[src/rtl/kf_stage_responder.sv]
// Responder side of the KF controller enable/done handshake: start pulses, held done
// levels, init-load gating, one-deep measurement buffer, iteration count and stage watchdog.
module kf_stage_responder #(
    parameter int DATA_W     = 32,
    parameter int MEAS_WORDS = 6,
    parameter int INIT_WORDS = 12,
    parameter int N_ITER     = 1024,
    parameter int TIMEOUT    = 4096
) (
    input  logic                          clk,
    input  logic                          rst_n,
    input  logic                          en_init,
    input  logic                          en_sp,
    input  logic                          en_ckg,
    input  logic                          en_scu,
    input  logic                          en_sco,
    input  logic                          finish,
    output logic                          Init_Valid,
    output logic                          SP_Done,
    output logic                          CKG_Done,
    output logic                          SCU_Done_s,
    output logic                          SCU_Done_p,
    output logic                          SCO_Valid,
    output logic                          MDI_Valid,
    output logic                          End_valid,
    input  logic                          init_wr_valid,
    output logic                          init_wr_ready,
    output logic                          sp_start,
    output logic                          ckg_start,
    output logic                          scu_s_start,
    output logic                          scu_p_start,
    input  logic                          sp_dp_done,
    input  logic                          ckg_dp_done,
    input  logic                          scu_s_dp_done,
    input  logic                          scu_p_dp_done,
    input  logic                          meas_valid,
    output logic                          meas_ready,
    input  logic [DATA_W-1:0]             meas_data,
    input  logic [$clog2(MEAS_WORDS)-1:0] meas_rd_addr,
    output logic [DATA_W-1:0]             meas_rd_data,
    output logic                          timeout_err
);

    localparam int ADDR_W = $clog2(MEAS_WORDS);
    localparam int INIT_W = $clog2(INIT_WORDS + 1);
    localparam int ITER_W = $clog2(N_ITER + 1);
    localparam int TO_W   = $clog2(TIMEOUT + 1);
    localparam int NSTG   = 4;
    localparam logic [ADDR_W-1:0] LAST_ADDR = ADDR_W'(MEAS_WORDS - 1);

    // Enable edge detection
    logic en_init_q_reg, en_sp_q_reg, en_ckg_q_reg, en_scu_q_reg;
    logic rise_sp, rise_ckg, rise_scu;
    logic fall_init, fall_sp, fall_ckg, fall_scu;

    always_ff @(posedge clk or negedge rst_n) begin
        if (!rst_n) begin
            en_init_q_reg <= 1'b0;
            en_sp_q_reg   <= 1'b0;
            en_ckg_q_reg  <= 1'b0;
            en_scu_q_reg  <= 1'b0;
        end else begin
            en_init_q_reg <= en_init;
            en_sp_q_reg   <= en_sp;
            en_ckg_q_reg  <= en_ckg;
            en_scu_q_reg  <= en_scu;
        end
    end

    assign rise_sp   = en_sp & ~en_sp_q_reg;
    assign rise_ckg  = en_ckg & ~en_ckg_q_reg;
    assign rise_scu  = en_scu & ~en_scu_q_reg;
    assign fall_init = ~en_init & en_init_q_reg;
    assign fall_sp   = ~en_sp & en_sp_q_reg;
    assign fall_ckg  = ~en_ckg & en_ckg_q_reg;
    assign fall_scu  = ~en_scu & en_scu_q_reg;

    // Stage lanes, index order: SP, CKG, SCU_s, SCU_p
    logic [NSTG-1:0] stg_en, stg_fall, stg_launch, stg_dp_done, stg_done, stg_expired;
    logic [NSTG-1:0] start_reg;

    assign stg_en      = {en_scu, en_scu, en_ckg, en_sp};
    assign stg_fall    = {fall_scu, fall_scu, fall_ckg, fall_sp};
    assign stg_launch  = {rise_scu, rise_scu, rise_ckg, rise_sp} & {NSTG{~finish}};
    assign stg_dp_done = {scu_p_dp_done, scu_s_dp_done, ckg_dp_done, sp_dp_done};

    always_ff @(posedge clk or negedge rst_n) begin
        if (!rst_n) start_reg <= '0;
        else        start_reg <= stg_launch;
    end

    genvar gi;
    generate
        for (gi = 0; gi < NSTG; gi++) begin : g_stage
            logic            done_reg;
            logic            active_reg;
            logic [TO_W-1:0] cnt_reg;
            logic            at_limit;

            assign at_limit = (cnt_reg == TO_W'(TIMEOUT - 1));

            // Enable fall clears before a coincident dp_done can set
            always_ff @(posedge clk or negedge rst_n) begin
                if (!rst_n) begin
                    done_reg <= 1'b0;
                end else if (!finish) begin
                    if (stg_fall[gi])                        done_reg <= 1'b0;
                    else if (stg_en[gi] && stg_dp_done[gi]) done_reg <= 1'b1;
                end
            end

            always_ff @(posedge clk or negedge rst_n) begin
                if (!rst_n) begin
                    active_reg <= 1'b0;
                    cnt_reg    <= '0;
                end else if (stg_launch[gi]) begin
                    active_reg <= 1'b1;
                    cnt_reg    <= '0;
                end else if (active_reg) begin
                    if (stg_dp_done[gi] || stg_fall[gi] || at_limit) active_reg <= 1'b0;
                    cnt_reg <= cnt_reg + 1'b1;
                end
            end

            assign stg_done[gi]    = done_reg;
            assign stg_expired[gi] = active_reg & at_limit & ~stg_launch[gi]
                                   & ~stg_dp_done[gi] & ~stg_fall[gi];
        end
    endgenerate

    assign sp_start    = start_reg[0];
    assign ckg_start   = start_reg[1];
    assign scu_s_start = start_reg[2];
    assign scu_p_start = start_reg[3];
    assign SP_Done     = stg_done[0];
    assign CKG_Done    = stg_done[1];
    assign SCU_Done_s  = stg_done[2];
    assign SCU_Done_p  = stg_done[3];

    // Watchdog only reports; it never fakes a done
    logic timeout_err_reg;
    always_ff @(posedge clk or negedge rst_n) begin
        if (!rst_n) timeout_err_reg <= 1'b0;
        else        timeout_err_reg <= timeout_err_reg | (|stg_expired);
    end
    assign timeout_err = timeout_err_reg;

    logic sco_valid_reg;
    always_ff @(posedge clk or negedge rst_n) begin
        if (!rst_n)       sco_valid_reg <= 1'b0;
        else if (!finish) sco_valid_reg <= en_sco & stg_done[2] & stg_done[3];
    end
    assign SCO_Valid = sco_valid_reg;

    // Init-load beat counting
    logic [INIT_W-1:0] init_cnt_reg;
    logic              init_valid_reg;
    logic              init_beat;

    assign init_wr_ready = en_init & ~init_valid_reg & ~finish;
    assign init_beat     = init_wr_valid & init_wr_ready;

    always_ff @(posedge clk or negedge rst_n) begin
        if (!rst_n) begin
            init_cnt_reg   <= '0;
            init_valid_reg <= 1'b0;
        end else if (fall_init) begin
            init_cnt_reg   <= '0;
            init_valid_reg <= 1'b0;
        end else if (init_beat) begin
            if (init_cnt_reg == INIT_W'(INIT_WORDS - 1)) init_valid_reg <= 1'b1;
            init_cnt_reg <= init_cnt_reg + 1'b1;
        end
    end
    assign Init_Valid = init_valid_reg;

    // Completed update iterations, saturating
    logic [ITER_W-1:0] iter_cnt_reg;
    logic              iter_sat;

    assign iter_sat = (iter_cnt_reg == ITER_W'(N_ITER));

    always_ff @(posedge clk or negedge rst_n) begin
        if (!rst_n)
            iter_cnt_reg <= '0;
        else if (!finish && fall_scu && stg_done[2] && stg_done[3] && !iter_sat)
            iter_cnt_reg <= iter_cnt_reg + 1'b1;
    end
    assign End_valid = iter_sat;

    // Measurement buffer
    typedef enum logic {MEAS_FILL, MEAS_FULL} meas_state_t;
    meas_state_t       state_reg, state_next;
    logic [ADDR_W-1:0] wptr_reg;
    logic              meas_beat;
    logic [DATA_W-1:0] meas_mem [MEAS_WORDS];

    always_ff @(posedge clk or negedge rst_n) begin
        if (!rst_n) state_reg <= MEAS_FILL;
        else        state_reg <= state_next;
    end

    always_comb begin
        state_next = state_reg;
        meas_ready = 1'b0;
        MDI_Valid  = 1'b0;
        case (state_reg)
            MEAS_FILL: begin
                meas_ready = ~finish;
                if (meas_valid && !finish && wptr_reg == LAST_ADDR) state_next = MEAS_FULL;
            end
            MEAS_FULL: begin
                MDI_Valid = 1'b1;
                if (fall_scu && !finish) state_next = MEAS_FILL;
            end
            default: state_next = MEAS_FILL;
        endcase
    end

    assign meas_beat = meas_valid & meas_ready;

    always_ff @(posedge clk or negedge rst_n) begin
        if (!rst_n)
            wptr_reg <= '0;
        else if (meas_beat)
            wptr_reg <= (wptr_reg == LAST_ADDR) ? '0 : wptr_reg + 1'b1;
    end

    always_ff @(posedge clk) begin
        if (meas_beat) meas_mem[wptr_reg] <= meas_data;
    end

    assign meas_rd_data = (meas_rd_addr <= LAST_ADDR) ? meas_mem[meas_rd_addr] : '0;

endmodule

[config.mk]
export PLATFORM = sky130hd
export DESIGN_NAME = kf_stage_responder
export DESIGN_NICKNAME = d
export VERILOG_FILES = /design/src/rtl/kf_stage_responder.sv
export SDC_FILE = /design/constraint.sdc
export NUM_CORES = 1
export LEC_CHECK = 0
export CORE_ASPECT_RATIO = 0.9
export CORE_MARGIN = 2
export CORE_UTILIZATION = 30
export CTS_CLUSTER_SIZE = 10
export DETAILED_ROUTE_END_ITERATION = 12
export PLACE_DENSITY_LB_ADDON = 0.12
export SKIP_CTS_REPAIR_TIMING = 1
export SLEW_MARGIN = 20
export SYNTH_ARGS = -nofsm -noshare
export SYNTH_HDL_FRONTEND = slang
export SYNTH_SLANG_ARGS = --single-unit
export TNS_END_PERCENT = 10
[constraint.sdc]
create_clock -name clk -period 8.8 [get_ports clk]
set_input_delay 1.32 -clock clk [delete_from_list [all_inputs] [get_ports clk]]
set_output_delay 1.32 -clock clk [all_outputs]
set_load 0.005 [all_outputs]
==> flow_summary.toml, run 1 <==
[die]
die_x_um = 210
chipHeight_um = 189
pin_count = 96
core_um2 = 37400
start_util_pct = 30.5
dieArea_um2 = 39600
rows = 67

[timing]
tightest_slew_ps = 745
min_period_over_period_pct = 57.8
max_freq_mhz = 197
fin_tns_setup_ps = 0
setup_viol = 0
drv_slew = 0
max-slew-margin-rel_pct = 50.3
rsz0062_at_grt = "false"
clock_skew_ps = 15.4
whs_ps = 463
fin_crit_ps = 5080
hold_violations = 0

[synth]
synth-seq-cells = 281
synth.distinct_cells = 45
synthesis.nets = 807
synth_area_per_cell_um2 = 15.2
synth-edff-count = 192
syn_inst = 751
ys_seq_area_share_pct = 70.1
yosys_warnings = 0
async_flop_share_pct = 31.7
synthesis.area_um2 = 11400
yosys_most_used_dff = "edfxtp_1"

[route]
viasPerCell = 4.66
drt-initial-drc-count = 288
vias = 6351
drc = 0
drt_wl_total_um = 24200
drtPass1Iterations = 7
wl_per_cell_um = 17.7
ant_nets = 0

[cells_and_area]
largest_reg_flops = 192
drive_gt1_share_pct = 12.3
nNetsFinal = 923
seqCellArea_um2 = 7990
final_cell_mix = "edfxtp_1 (192), clkdlybuf4s50_1 (92), dfrtp_1 (89)"
fillers = 3521
final_common_cell = "edfxtp_1"
layout.cells.non_filler = 1364
multi_input_area_um2 = 3170
num_antenna_cells = 0
syn2layout_area_growth_pct = 22.6

[status]
status = "complete, no violations"

[global_routing]
grt_pass1_wl_um = 37600
antenna_found_initial = 1
grt_pass1_vias = 6354
grtUsageMet1_pct = 17.1
track_usage_pct = 12.3
grt_max_degree = 78
globalRouteMet2Util_pct = 19.3
top_usage_layer = "met2"
grt.overflow.total = 0
use_met3_pct = 2.67

[setup_path]
arrival_ps = 3760
cp-end-kind = "primary output"
ff2ff_path_depth = 4
cp_max_fo = 33
slowest_delay_ps = 570
path_cells = "clkdlybuf4s50_1 > buf_4 > nand2b_1 > buf_4 > o22ai_1 > clkdlybuf4s50_1"
cp_data_required_time_ps = 7480
crit_type = "in -> out"
start_kind = "input port"
critPathSlowestCell = "clkdlybuf4s50_1"

[min_path]
hp-class = "reg -> reg"
holdPathStages = 1

[power_and_ir_drop]
comb_power_share_pct = 10.5
p_per_area_nw_per_um2 = 231
pwr-share-seq_pct = 50.0
swShare_pct = 23.8
power.leakage_nw = 5.14
intPower_mw = 2.46
ir_drop_v = 0.0000984
netSwitchingPower_mw = 0.766
clockPowerShare_pct = 39.6

[clock_tree]
clk_pin_slew_ps = 50
htree_levels = 2
clockBufferDepth = 3
cts_sinks = 281
cts_buffers = 35
root_buffer = "clkbuf_16"
tritoncts = "built"
clk-insertion-delay-late_ps = 520

[flow_run]
max_cap_violations = 0

[place]
gp_congestion = 0.715
dp_hpwl_um = 14300
place_inst = 1313
port_buffers = 95
## power groups by stage
| stage | logic [mW] | clock network, mW | registers [mW] |
|---|---|---|---|
| floorplan | 0.188 | 0 | 1.62 |
| global placement | 0.348 | 0 | 1.64 |
| detailed placement | 0.349 | 0 | 1.64 |
| CTS | 0.350 | 1.33 | 1.61 |
| global route | 0.377 | 1.38 | 1.62 |
| finish | 0.338 | 1.28 | 1.61 |
## per-stage QoR
step	setup slack [ps]	power [mW]	cell area (um2)	util, %
2_1_floorplan	4120	1.81	11400	-
3_3_place_gp	3710	1.98	13000	34.7
3_5_place_dp	3690	1.98	13000	34.7
4_1_cts	3680	3.29	14000	37.4
5_1_grt	3560	3.38	14000	37.4
6_report	3720	3.22	14000	37.4
## synthesized netlist by cell type (7+ instances only)
cell type / n / area share [%]
dfrtp_1: 89 / 20
ha_1: 7 / 0.77
buf_2: 8 / 0.35
nand4_1: 19 / 1.0
nand3_1: 17 / 0.75
clkbuf_1: 18 / 0.59
mux2i_1: 37 / 3.2
inv_1: 45 / 1.5
xnor2_1: 30 / 2.3
edfxtp_1: 192 / 51
o21ai_0: 7 / 0.31
a21oi_1: 14 / 0.61
mux4_2: 32 / 6.3
xor2_1: 25 / 1.9
nor4_1: 13 / 0.71
nor3_1: 13 / 0.57
nor2_1: 64 / 2.1
o22ai_1: 32 / 1.8
nand2_1: 31 / 1.0
## path summary, 6_finish.rpt
kind                                         startpoint                                 to  slack [ps]
max                                     meas_rd_addr[2]                   meas_rd_data[26]        3720
min                        iter_cnt_reg[10]$_DFFE_PN0P_       iter_cnt_reg[10]$_DFFE_PN0P_         460
max reg2reg                         state_reg$_DFF_PN0_          meas_mem[3][10]$_DFFE_PP_        6520
min reg2reg                iter_cnt_reg[10]$_DFFE_PN0P_       iter_cnt_reg[10]$_DFFE_PN0P_         460
max in group asynchronous                         rst_n  g_stage[3].cnt_reg[7]$_DFFE_PN0P_        7190
min in group asynchronous                         rst_n        init_cnt_reg[1]$_DFFE_PN0P_         650
## layer usage
layer | up-vias | routed length [um]
met3 | 41 | 966
li1 | 3032 | -
met5 | - | 13
met4 | 2 | 546
met2 | 107 | 11200
met1 | 3169 | 11500
## logic make-up after synthesis
kind of cell	synth area share [%]
XOR/XNOR	4.22
multiplexers	9.57
AND/OR/NAND/NOR	9.19
adder cells (fa/ha/maj)	0.768
AO/OA/AOI/OAI	3.54
flip-flops	70.1
buffers and inverters	2.62
## area by class of cell
cell class	count	area share, %
repair buffers	108	7.46
clock buffers	46	6.86
flip-flops and latches	281	57.2
multi-input cells	396	22.7
inverters	45	1.21
clock inverters	5	0.295
well taps	483	4.32
## worst max-delay path: cells and delay by family
family	cells	cell delay (ps)
buf+inv	4	1760
simple gates	1	370
compound gates	1	270
Note: power is estimated with default switching activity, not from simulation.
==> inputs of run 2 (changes only) <==
- clock period: 8.8 -> 4.84 ns (I/O delays scaled with it)
==> run 2 against run 1 <==
Via count up 0.39%. Critical path type unchanged. Clock skew fell by 7.7 ps. Global-route usage hardly changed. Combinational power increased by 85%. Critical path depth did not move. Sequential share of layout area fell by 0.36 points.
==> flow_summary.toml, run 2 (same netlist as run 1, synthesis figures left out) <==
[setup_path]
cpMostUsedCell = "buf_4"
crit_family = "buffers and inverters"
start_kind = "input port"
critPathSlowestCell = "mux4_2"
path_cells = "buf_4 > buf_4 > mux4_2 > inv_1 > o22ai_1 > clkdlybuf4s50_1"
slowest_delay_ps = 530
cp-end-kind = "primary output"
ff2ff_path_depth = 5
r2r_end = "meas_mem[2][25]$_DFFE_PP_"
arrival_ps = 2620
cp_data_required_time_ps = 4110
r2r_start = "state_reg$_DFF_PN0_"
crit_type = "in -> out"
cp_max_fo = 20
regToRegSetupSlack_ps = 2540
critical_path_buf_inv_count = 4

[timing]
min_period_over_period_pct = 69.2
setup_viol = 0
clock_skew_ps = 7.72
drv_slew = 0
whs_ps = 285
max_freq_mhz = 299
fin_crit_ps = 3350
max-slew-margin-rel_pct = 50.4
rsz0062_at_grt = "false"
hold_violations = 0
tightest_slew_ps = 744
fin_tns_setup_ps = 0
fin_ws_ps = 1490

[cells_and_area]
final_common_cell = "edfxtp_1"
syn2layout_area_growth_pct = 23.3
utilization_pct = 37.6
nNetsFinal = 928
final_cell_mix = "edfxtp_1 (192), clkdlybuf4s50_1 (92), dfrtp_1 (89)"
num_antenna_cells = 0
drive_gt1_share_pct = 13.0
layout.cells.non_filler = 1368
fillers = 3539
final_area_um2 = 14100
largest_reg_flops = 192

[power_and_ir_drop]
ir_drop_v = 0.000197
power.leakage_nw = 5.19
power_mw = 5.93
p_per_area_nw_per_um2 = 422

[clock_tree]
htree_levels = 2
cts_sinks = 281
tritoncts = "built"
clk_pin_slew_ps = 50
clk-insertion-delay-late_ps = 510
root_buffer = "clkbuf_16"
clockBufferDepth = 3
cts_buffers = 35

[flow_run]
max_cap_violations = 0

[die]
dieArea_um2 = 39600
start_util_pct = 30.5
chipHeight_um = 189
pin_count = 96
die_x_um = 210
rows = 67
core_um2 = 37400

[route]
drc = 0
ant_nets = 0
wl_per_cell_um = 17.6
drt-initial-drc-count = 349
drt_wl_total_um = 24100
viasPerCell = 4.66
drtPass1Iterations = 4
vias = 6376

[global_routing]
antenna_found_initial = 1
grt_pass1_vias = 6447
grt_pass1_wl_um = 37700
grt.overflow.total = 0
grt_max_degree = 57
track_usage_pct = 12.3

[place]
place_inst = 1318
dp_slack_ps = 1380
dp_hpwl_um = 14900
gp_congestion = 0.702
port_buffers = 95
postPlaceCellArea_um2 = 13000

[min_path]
hp-class = "in -> async"

[status]
status = "complete, no violations"
run 2: area by class of cell:
cell class	instances	area, um2	area share (%)
Clock buffer	47	1000	7.13
Clock inverter	3	32.5	0.231
Inverter	45	169	1.20
Multi-Input combinational cell	396	3160	22.5
Sequential cell	281	7990	56.8
Tap cell	483	604	4.30
Timing Repair Buffer	113	1100	7.83
run 2: worst max path at each step:
| stage | from | to | cells past startpoint |
|---|---|---|---|
| after floorplan | finish | meas_mem[0][0]$_DFFE_PP_ | 5 |
| final | meas_rd_addr[0] | meas_rd_data[31] | 6 |
| after global routing | meas_rd_addr[0] | meas_rd_data[31] | 6 |
| after detailed placement | finish | meas_mem[2][24]$_DFFE_PP_ | 6 |
| after global placement | finish | meas_mem[2][24]$_DFFE_PP_ | 6 |
| after CTS | meas_rd_addr[1] | meas_rd_data[3] | 6 |
run 2: per-layer routing:
| metal | part of all wire, % | wire length, um | GRT usage (%) |
|---|---|---|---|
| met2 | 47 | 11300 | 19.7 |
| met4 | 2.0 | 494 | 4.09 |
| met3 | 4.2 | 1000 | 2.72 |
| met1 | 47 | 11300 | 16.7 |
| met5 | 0.066 | 16 | 0 |
run 2: power breakdown:
group / switching (mW) / internal (mW) / leakage, nW / total, mW
combinational: 0.334 / 0.290 / 1.75 / 0.624
sequential: 0.119 / 2.81 / 2.93 / 2.93
clock: 0.940 / 1.44 / 0.506 / 2.38
==> inputs of run 3 (changes only) <==
- clock period: 4.84 -> 2.9 ns (I/O delays scaled with it)
==> run 3 against run 2 <==
Power up 66%. Highest routed layer unchanged. Critical path type is now reg -> out. Critical endpoint is now End_valid. Utilization up 0.38 points. First-iteration DRC count down 8.6%. Largest power group unchanged.
==> flow_summary.toml, run 3 (same netlist as run 1, synthesis figures left out) <==
[route]
wl_met3_um = 960
ant_nets = 0
drt-initial-drc-count = 319
vias = 6486
drtPass1Iterations = 4
drt_wl_total_um = 24800
viasPerCell = 4.69
route.met2.wl_um = 11800
met1_length_um = 11600
drc = 0
wl_per_cell_um = 17.9
routed.top_layer = "met5"

[die]
rows = 67
core_um2 = 37400
die_x_um = 210
pin_count = 96
dieArea_um2 = 39600
start_util_pct = 30.5
chipHeight_um = 189

[cells_and_area]
syn2layout_area_growth_pct = 24.6
nNetsFinal = 937
fillers = 3559
final_common_cell = "edfxtp_1"
final_cell_mix = "edfxtp_1 (192), clkdlybuf4s50_1 (92), dfrtp_1 (89)"
largest_reg_flops = 192
drive_gt1_share_pct = 13.3
num_antenna_cells = 0

[power_and_ir_drop]
intPower_mw = 7.46
clockPowerShare_pct = 39.1
comb_power_share_pct = 11.1
p_per_area_nw_per_um2 = 693
power.leakage_nw = 5.23
pwr-share-seq_pct = 49.8
power_mw = 9.84
swShare_pct = 24.1
ir_drop_v = 0.000355
netSwitchingPower_mw = 2.38

[min_path]
hp-class = "in -> reg"
holdPathStages = 1

[timing]
max-slew-margin-rel_pct = 57.2
drv_slew = 0
hold_violations = 0
fin_tns_setup_ps = 0
setup_viol = 0
max_freq_mhz = 367
clock_skew_ps = 16.1
whs_ps = 445
tightest_slew_ps = 634
fin_crit_ps = 2730
rsz0062_at_grt = "false"
min_period_over_period_pct = 94.1

[setup_path]
path_depth = 3
critical_path_buf_inv_count = 1
crit_type = "reg -> out"
ff2ff_path_depth = 5
slowest_delay_ps = 610
start_kind = "register"
path_cells = "nor4b_1 > and3_1 > clkdlybuf4s50_1"
cp-end-kind = "primary output"
crit_family = "simple AND/OR/NAND/NOR gates"
arrival_ps = 2290
cp_data_required_time_ps = 2470
critPathSlowestCell = "nor4b_1"
cp_max_fo = 4

[clock_tree]
root_buffer = "clkbuf_16"
cts_sinks = 281
htree_levels = 2
clockBufferDepth = 3
clk-insertion-delay-late_ps = 510
cts_buffers = 35
tritoncts = "built"
clk_pin_slew_ps = 60

[place]
port_buffers = 95
dp_hpwl_um = 15200
gp_congestion = 0.684

[global_routing]
grt_max_degree = 44
grt_pass1_vias = 6845
grt.overflow.total = 0
grt_pass1_wl_um = 39200
antenna_found_initial = 1
track_usage_pct = 12.8

[flow_run]
max_cap_violations = 0

[status]
status = "complete, no violations"
-- run 3: path summary, 6_finish.rpt --
check	from	endpoint	slack, ps
max	iter_cnt_reg[7]$_DFFE_PN0P_	End_valid	170
min	en_init	en_init_q_reg$_DFF_PN0_	440
max reg2reg	state_reg$_DFF_PN0_	meas_mem[0][8]$_DFFE_PP_	900
min reg2reg	iter_cnt_reg[10]$_DFFE_PN0P_	iter_cnt_reg[10]$_DFFE_PN0P_	470
max in group asynchronous	rst_n	g_stage[2].cnt_reg[5]$_DFFE_PN0P_	1730
min in group asynchronous	rst_n	g_stage[1].cnt_reg[8]$_DFFE_PN0P_	490
-- run 3: worst register-to-register path, stage by stage, from the launching register on --
cell	delay, ps
dfrtp_1	440
nor2_1	300
nand2_1	110
or2_2	370
nor3_4	170
buf_12	260
-- run 3: cell type report --
class | count | area, um2 | share of cell area [%]
multi-input combinational | 396 | 3180 | 22.3
clock inverter | 5 | 38.8 | 0.273
clock buffer | 51 | 946 | 6.66
timing repair buffer | 122 | 1280 | 9.03
sequential | 281 | 7990 | 56.2
tap | 483 | 604 | 4.25
inverter | 45 | 169 | 1.19
-- run 3: metal layers --
| metal | vias up | global-route usage (%) |
|---|---|---|
| li1 | 3073 | - |
| met1 | 3267 | 17.2 |
| met2 | 107 | 20.9 |
| met3 | 37 | 2.74 |
| met4 | 2 | 3.76 |
| met5 | - | 0 |
-- run 3: power groups by stage --
stage | Sequential, mW | Clock, mW | Combinational, mW
global route | 4.94 | 4.17 | 1.22
global placement | 4.98 | 0 | 1.12
floorplan | 4.92 | 0 | 0.573
CTS | 4.90 | 4.00 | 1.13
detailed placement | 4.98 | 0 | 1.12
finish | 4.90 | 3.85 | 1.09
-- run 3: per-stage QoR --
stage,util [%],std cells,worst slack [ps],area (um2)
after floorplan,-,751,-755,11400
after global placement,35.3,1326,296,13200
after detailed placement,35.3,1326,305,13200
after CTS,38.0,1382,60.6,14200
after global routing,38.0,1383,74.0,14200
final,38.0,1383,172,14200
